### src/rtl/uart_pkg.sv
// Shared UART definitions: transmit state encoding and default frame constants.
package uart_pkg;

  localparam int OVERSAMPLE_DEFAULT = 16;
  localparam int DATA_BITS_DEFAULT  = 8;

  typedef enum logic [1:0] {
    IDLE  = 2'd0,
    START = 2'd1,
    DATA  = 2'd2,
    STOP  = 2'd3
  } tx_state_t;

  // Counter width that stays at least one bit wide for degenerate sizes.
  function automatic int safe_clog2(input int n);
    if (n > 1) begin
      return $clog2(n);
    end else begin
      return 1;
    end
  endfunction

endpackage

### src/rtl/bit_sample_count_transmit.sv
// Oversample tick counter for the transmitter: flags the last tick of each serial bit.
module bit_sample_count_transmit
  import uart_pkg::*;
#(
  parameter int OVERSAMPLE = OVERSAMPLE_DEFAULT
) (
  input  logic clk,
  input  logic rst,
  input  logic enable,
  input  logic clear,
  output logic bit_end
);

  localparam int CW = safe_clog2(OVERSAMPLE);
  localparam logic [CW-1:0] LAST = CW'(OVERSAMPLE - 1);

  logic [CW-1:0] count_r;

  // Count enable ticks, wrapping after the last tick of a bit; clear holds it at zero.
  always_ff @(posedge clk) begin
    if (rst || clear) begin
      count_r <= '0;
    end else if (enable) begin
      if (count_r == LAST) begin
        count_r <= '0;
      end else begin
        count_r <= count_r + CW'(1);
      end
    end else begin
      count_r <= count_r;
    end
  end

  // A bit ends on the enabled tick that completes the final oversample slot.
  assign bit_end = enable & ~clear & (count_r == LAST);

endmodule

### src/rtl/uart_transmit.sv
// UART transmitter: start bit, DATA_BITS data bits LSB first, one stop bit.
module uart_transmit
  import uart_pkg::*;
#(
  parameter int OVERSAMPLE = OVERSAMPLE_DEFAULT,
  parameter int DATA_BITS  = DATA_BITS_DEFAULT
) (
  input  logic                 clk,
  input  logic                 rst,
  input  logic                 enable,
  input  logic                 tx_valid,
  input  logic [DATA_BITS-1:0] tx_data,
  output logic                 tx_ready,
  output logic                 tx_out,
  output logic                 tx_busy,
  output logic                 tx_done
);

  localparam int IW = safe_clog2(DATA_BITS);
  localparam logic [IW-1:0] LAST_IDX = IW'(DATA_BITS - 1);

  tx_state_t            state_r, state_s;
  logic [DATA_BITS-1:0] shift_r, shift_s;
  logic [IW-1:0]        idx_r, idx_s;
  logic                 tx_out_r, tx_out_s;
  logic                 tx_done_r, tx_done_s;
  logic                 bit_end_s;
  logic                 count_clear_s;

  // The counter sits at zero while idle so every frame starts on a fresh bit period.
  assign count_clear_s = (state_r == IDLE);

  bit_sample_count_transmit #(
    .OVERSAMPLE(OVERSAMPLE)
  ) u_bit_count (
    .clk    (clk),
    .rst    (rst),
    .enable (enable),
    .clear  (count_clear_s),
    .bit_end(bit_end_s)
  );

  // State register, shift register, bit index and registered line outputs.
  always_ff @(posedge clk) begin
    if (rst) begin
      state_r   <= IDLE;
      shift_r   <= '0;
      idx_r     <= '0;
      tx_out_r  <= 1'b1;
      tx_done_r <= 1'b0;
    end else begin
      state_r   <= state_s;
      shift_r   <= shift_s;
      idx_r     <= idx_s;
      tx_out_r  <= tx_out_s;
      tx_done_r <= tx_done_s;
    end
  end

  // Next-state logic; the line level is derived from the next state so tx_out is registered.
  always_comb begin
    state_s   = state_r;
    shift_s   = shift_r;
    idx_s     = idx_r;
    tx_done_s = 1'b0;
    tx_out_s  = 1'b1;

    case (state_r)
      IDLE: begin
        if (tx_valid) begin
          state_s = START;
          shift_s = tx_data;
          idx_s   = '0;
        end else begin
          state_s = IDLE;
        end
      end
      START: begin
        if (bit_end_s) begin
          state_s = DATA;
          idx_s   = '0;
        end else begin
          state_s = START;
        end
      end
      DATA: begin
        if (bit_end_s) begin
          shift_s = shift_r >> 1;
          if (idx_r == LAST_IDX) begin
            state_s = STOP;
            idx_s   = '0;
          end else begin
            idx_s = idx_r + IW'(1);
          end
        end else begin
          state_s = DATA;
        end
      end
      STOP: begin
        if (bit_end_s) begin
          state_s   = IDLE;
          tx_done_s = 1'b1;
        end else begin
          state_s = STOP;
        end
      end
      default: begin
        state_s = IDLE;
      end
    endcase

    case (state_s)
      IDLE:    tx_out_s = 1'b1;
      START:   tx_out_s = 1'b0;
      DATA:    tx_out_s = shift_s[0];
      STOP:    tx_out_s = 1'b1;
      default: tx_out_s = 1'b1;
    endcase
  end

  // Ready is masked by reset so a request in a reset cycle is never seen as accepted.
  assign tx_ready = (state_r == IDLE) & ~rst;
  assign tx_busy  = (state_r != IDLE);
  assign tx_out   = tx_out_r;
  assign tx_done  = tx_done_r;

endmodule

### config.mk
export PLATFORM = sky130hd
export DESIGN_NAME = uart_transmit
export DESIGN_NICKNAME = d
export VERILOG_FILES = /design/src/rtl/uart_pkg.sv /design/src/rtl/bit_sample_count_transmit.sv /design/src/rtl/uart_transmit.sv
export SDC_FILE = /design/constraint.sdc
export NUM_CORES = 1
export LEC_CHECK = 0
export CORE_MARGIN = 2
export CORE_UTILIZATION = 50
export DETAILED_ROUTE_END_ITERATION = 12
export GPL_ROUTABILITY_DRIVEN = 0
export GPL_TIMING_DRIVEN = 0
export PLACE_DENSITY = 0.76
export SYNTH_ARGS = -nofsm -noshare
export SYNTH_HDL_FRONTEND = slang
export SYNTH_SLANG_ARGS = --single-unit
### constraint.sdc
create_clock -name clk -period 2.55 [get_ports clk]
set_input_delay 0.255 -clock clk [delete_from_list [all_inputs] [get_ports clk]]
set_output_delay 0.255 -clock clk [all_outputs]
set_load 0.02 [all_outputs]
### Word-level counts from Yosys, hierarchy flattened

Cells that the tools add are included.
Widths: inputs -> output; s select.

| cells by class | value |
|---|---|
| add/subtract/negate cells | 2 |
| eq/ne operators | 11 |
| multiplexer cells | 17 |
| bitwise logic cells | 6 |
| reduce and logical (&&, ||, !) cells | 10 |

Operator list:

| operator | count |
|---|---|
| $mux 8 | 2 |
| $pmux 8 s2 | 1 |
| $mux 3 | 4 |
| $pmux 3 s3 | 1 |
| $eq 2x2->1 const B | 4 |
| $mux 2 | 4 |
| $pmux 2 s4 | 1 |
| $ne 2x2->1 const B | 3 |
| $add 4x1->4 const B | 1 |
| $eq 2x1->1 const B | 2 |
| $eq 4x4->1 const B | 1 |
| $logic_not 2->1 | 2 |
| $mux 4 | 1 |
| $reduce_and 4->1 | 1 |
| $reduce_bool 2->1 | 2 |
| $reduce_or 2->1 | 2 |
| $add 3x1->3 const B | 1 |
| $and 1x1->1 | 3 |
| $eq 3x3->1 const B | 1 |
| $not 1->1 | 3 |
| $pmux 1 s3 | 1 |
| $reduce_and 3->1 | 1 |
| $reduce_bool 3->1 | 1 |
| $mux 1 | 2 |
| $logic_or 1x1->1 | 1 |

| storage, ports and cells | value |
|---|---|
| bits in registers | 19 |
| output and inout bits | 4 |
| logic and storage cells | 53 |

### Longest topological paths before layout

| logic depth | value |
|---|---|
| depth in word-level cells | 9 |
| depth in mapped cells | 9 |
| depth with buffers taken out | 8 |

### By module

From an unflattened synthesis, not the netlist that was laid out.

| unflattened totals | value |
|---|---|
| cell total of the unflattened synthesis | 109 |
| area total of the unflattened synthesis | 967.2 µm² |

By module, submodules not included:

| module | instances | cells each | area an instance (µm²) | seq. area each (µm²) |
|---|---|---|---|---|
| uart_transmit | 1 | 90 | 785.8 | 300.3 |
| bit_sample_count_transmit | 1 | 19 | 181.4 | 80.1 |

### Worst setup path after synthesis

Ideal clock, no wire load.

| path | value |
|---|---|
| path type | register to register |
| start point | register u_bit_count.count_r[0] |
| end point | register tx_out_r, in the netlist tx_out |
| data arrival time | 1744 ps |
| data required time | 2409 ps |
| setup slack | 665 ps |
| cell stages (with the launch flop) | 10 |
| buffers on the path | 1 |
| period minus slack after synthesis | 1885 ps |
| path through | dfxtp_1 > ha_1 > and4_1 > buf_6 > a311oi_1 > a21oi_1 > ha_1 > nor2_1 > o211a_1 > a221oi_1 |

| on the way | value |
|---|---|
| word-level cells in the longest chain between the ends | 7 |

Ends and longest elaborated chain:

| element | RTL line | text |
|---|---|---|
| from (decl) | bit_sample_count_transmit.sv:17 | `logic [CW-1:0] count_r;` |
| from (signal assigned) | bit_sample_count_transmit.sv:27 | `count_r <= count_r + CW'(1);` |
| from (signal assigned) | bit_sample_count_transmit.sv:30 | `count_r <= count_r;` |
| $eq 4x4->1 (*) | bit_sample_count_transmit.sv:35 | `assign bit_end = enable & ~clear & (count_r == LAST);` |
| $and 1x1->1 (*) | bit_sample_count_transmit.sv:35 |  |
| $mux 2, on equally long branches | uart_transmit.sv:100, uart_transmit.sv:79, uart_transmit.sv:87 |  |
| $pmux 2 s4 | uart_transmit.sv:68 | `case (state_r)` |
| $eq 2x2->1 or $logic_not 2->1 (tied branches) | uart_transmit.sv:112 | `case (state_s)` |
| $reduce_or 2->1 (no source line) | - |  |
| $pmux 1 s3 (*) | uart_transmit.sv:112 |  |
| to (signal assigned) | uart_transmit.sv:55 | `tx_out_r <= tx_out_s;` |
| to (decl) | uart_transmit.sv:25 | `logic tx_out_r, tx_out_s;` |

Every way passes the cells marked *; elsewhere a longest branch is shown, timed or not. The select of a mux whose other input is x is not followed.
A chain may end at the register's enable or synchronous reset.

### Worst setup path in the final report

| path | value |
|---|---|
| start point | input rst |
| end point | output tx_ready |

| on the way | value |
|---|---|
| word-level cells in the longest chain between the ends | 2 |

Ends and longest elaborated chain:

| element | RTL line | text |
|---|---|---|
| from (decl) | uart_transmit.sv:9 | `input logic rst,` |
| $not 1->1 | uart_transmit.sv:122 | `assign tx_ready = (state_r == IDLE) & ~rst;` |
| $and 1x1->1 | uart_transmit.sv:122 |  |
| to (decl) | uart_transmit.sv:13 | `output logic tx_ready,` |

Every way passes these cells.

==> summary by stage <==
Timing
At the pin with the least slew margin, the transition time is 552 ps. The worst path needs 2200 ps of the cycle, external delays included. Summed over all failing endpoints, the final setup total negative slack is 0 ps. The total setup violations reported at the end of the flow is 0.

In this run the tightest slew margin relative to its limit is 63.1%. The number of hold violations in the final report was 0. The portion of the clock cycle consumed by the worst path in the final layout is 86.3%. The worst clock skew is 1.71 ps. Setup repair after global routing left no endpoint under its margin.

The timing-limited maximum frequency is 0.454 GHz. The count of final max-slew check failures is 0.

Synth
The synthesized area is 903 sq um. When the netlist entered floorplanning its net count stood at 114. The register bit total from synthesis is 19. The number of library cell types mapped by synthesis is 32. The average cell area after synthesis is 9.22 sq um. The synthesized netlist cell count is 98. The count of synthesis-stage warnings from yosys is 0. The portion of the post-synthesis area used by sequential elements is 42.1%.

Clock network
The maximum clock insertion buffer count is 2. The number of hold buffers added after CTS was 0. Clock-pin slew was measured on the worst setup and hold paths at 100 ps. The total number of H-tree levels is 1. The post-cts repair resize count is 0.

The tree built by TritonCTS fans out to 19 sinks. The CTS tree is yes. The tree is rooted in a sky130_fd_sc_hd__clkbuf_4. In this run, CTS created clock tree buffers numbering 3. The number of setup buffers added after CTS is 0. The worst-skew pair later-pin latency is 290 ps.

Route
The initial detailed-routing violation count is 16. The total number of vias is 782. The post-detailed-route DRC marker count is 0.

Before antenna repair, the detailed router went through 5 iterations. In this run the remaining antenna-violating nets after routing total 0. The total wire length is 1.81 mm. The per-cell via count in the routed design is 5.51.

The routed length per placed instance is 12.7 um.

Cells and area
The area taken by multi-input logic gates is 483 sq um. The sequential cell area is 380 sq um. After routing the design area is 0.00111 sq mm. The library cell used most frequently in the layout, excluding fill and tap cells, is sky130_fd_sc_hd__dfxtp_1.

The final-stage net count is 134. Counting the fill cells in the layout gives 156. The layout cell share with drive strength beyond 1 is 9.40%.

The diode insertion count for antenna repair is 0. The area growth from synthesis to layout is 23.0%. The top cell types in the final layout, fill and taps aside, are sky130_fd_sc_hd__dfxtp_1, sky130_fd_sc_hd__clkdlybuf4s50_1, sky130_fd_sc_hd__nand2_1, sky130_fd_sc_hd__nor2_1, sky130_fd_sc_hd__a21oi_1.

The count of non-filler cells in the finished layout is 142.

Setup path
On the critical path, the stage with the largest delay is an instance of sky130_fd_sc_hd__clkdlybuf4s50_1. The critical path's most frequent cell is sky130_fd_sc_hd__clkdlybuf4s50_1. In this run the worst path has a maximum fanout of 10. The count of buffer and inverter cells on the critical path is 3. The length in cells of the worst reg-to-reg path is 9.

Data arrives at the worst endpoint at 1950 ps. STA puts the critical path data required time at 2300 ps. The worst setup path is captured at a primary output. For flop-to-flop paths, the worst setup slack is 480 ps. The dominant delay contributor by cell family on the critical path is buffers and inverters. Traced cell by cell, the critical path runs through clkdlybuf4s50_1 > clkbuf_1 > nor2_1 > clkdlybuf4s50_1. The path type of the worst setup path is input pin to primary output. The cell count along the critical path is 4. The nature of the critical path startpoint is an input pin. For this run, the slowest stage of the critical path takes 640 ps.

GRT
The met3 capacity usage during global routing is 3.92%. The initial antenna violation count is 0. The met1 global-route usage is 23.8%. met2 is the most crowded layer. The number of global-route vias before repair was 653.

Global routing used 18.6% of the available tracks. The first global-routing pass estimated 2.83 mm of wire. The total overflow reported by the global router is 0. The pin count of the biggest net entering global routing is 11.

Global routing used 29.7% of the available met2 tracks.

Place
Summing all placed instances gives a cell area of 0.00108 sq mm. After legalization and detailed placement, the total HPWL measured 1.38 mm. The count of buffers added on input and output ports is 15. The number of placed instances, taps included, is 138.

Status
The flow ran to the end, and the final reports show no timing, DRC or antenna violations.

Floorplan
The initial utilization of the core area, before any placement, comes to 52.9%. The die covers 0.00216 sq mm. The placeable core area is 0.00171 sq mm. Row generation in the floorplan step produced 15 rows.

The floorplan die height is 46.5 um. The total I/O pin count is 16. The die extent in x is 46.5 um.

Power and ir drop
The largest voltage drop on the vdd net is 0.301 mV. In this run the static leakage power is 0.427 nW. For this design the ratio of total power to cell area is 489 mW/mm^2.

Min path
The tightest min-delay check is of the flop to flop type. Counting instances, the worst hold path has a depth of 2.

Flow run
Across the run, the number of max-cap violations was 0.
worst paths after layout:
kind | start | end
worst max-delay path | rst | tx_ready
worst min-delay path | shift_r[6] | shift_r[6]
worst max register to register | u_bit_count.count_r[0] | tx_out
worst min register to register | shift_r[6] | shift_r[6]
tightest hold or removal path, delay by kind of cell (launching register included):
kind,cells,cell delay [ps]
AO/OA/AOI/OAI,1,50
flip-flops,1,320
AND/OR/NAND/NOR,1,50
synth_stat cells, drive strengths merged:
master  instances  area, sq um
dfxtp          19          380
nand2          12         45.0
nor2           11         43.8
a21oi           9         45.0
a22oi           6         45.0
ha              4         50.1
inv             4         15.0
a22o            3         26.3
a311oi          3         26.3
buf             3         21.3
nor3            3         15.0
nand4           2         12.5
xor2            2         17.5
a211oi          1         20.0
a21o            1         7.51
a221oi          1         8.76
a32o            1         10.0
and2            1         6.26
and4            1         8.76
clkbuf          1         3.75
mux2            1         15.0
mux2i           1         10.0
nand2b          1         6.26
nor2b           1         6.26
nor3b           1         12.5
o211a           1         10.0
o21ba           1         10.0
o31ai           1         7.51
or3b            1         8.76
xnor2           1         8.76
routing by layer:
layer	part of all wire [%]	wire length (um)
met1	44	805
met2	49	883
met3	5.5	99
met4	1.2	21
met5	0	0
cell type report:
cell class / count / area share (%)
Inverter: 4 / 1.35
Clock buffer: 4 / 2.36
Buffer: 4 / 2.25
Multi-Input combinational cell: 71 / 43.5
Sequential cell: 19 / 34.2
Timing Repair Buffer: 15 / 13.5
Tap cell: 25 / 2.82
flip-flops by register name, summed over array words and instances (netlist names):
signal and cells:
shift_r 8, u_bit_count.count_r 4, idx_r 3, state_r 2
tx_done 1, tx_out 1
report_power, final:
group | internal (mW) | leakage (nW) | switching, mW
clock | 0.0609 | 0.0150 | 0.0885
combinational | 0.0426 | 0.257 | 0.0381
sequential | 0.308 | 0.155 | 0.00533
cells by family (layout without fill, tap and decap cells):
logic type,after synthesis,after routing,synth area share [%]
buffers and inverters,8,27,4.43
AOI/OAI and AO/OA,28,28,24.0
xor gates and xnor gates,3,3,2.91
muxes,2,2,2.77
and+or+nand+nor,34,34,18.3
DFF,19,19,42.1
adders and majority gates,4,4,5.54
per-stage QoR:
stage / hold WS, ps / utilization (%) / worst slack [ps] / power [mW]
3_3_place_gp: 444 / 63.5 / 293 / 0.398
3_5_place_dp: 451 / 63.5 / 252 / 0.401
2_1_floorplan: 332 / - / 665 / 0.364
5_1_grt: 491 / 65.1 / 268 / 0.571
6_report: 463 / 65.1 / 348 / 0.543
4_1_cts: 466 / 65.1 / 350 / 0.554
Note: power is estimated with default switching activity, not from simulation.
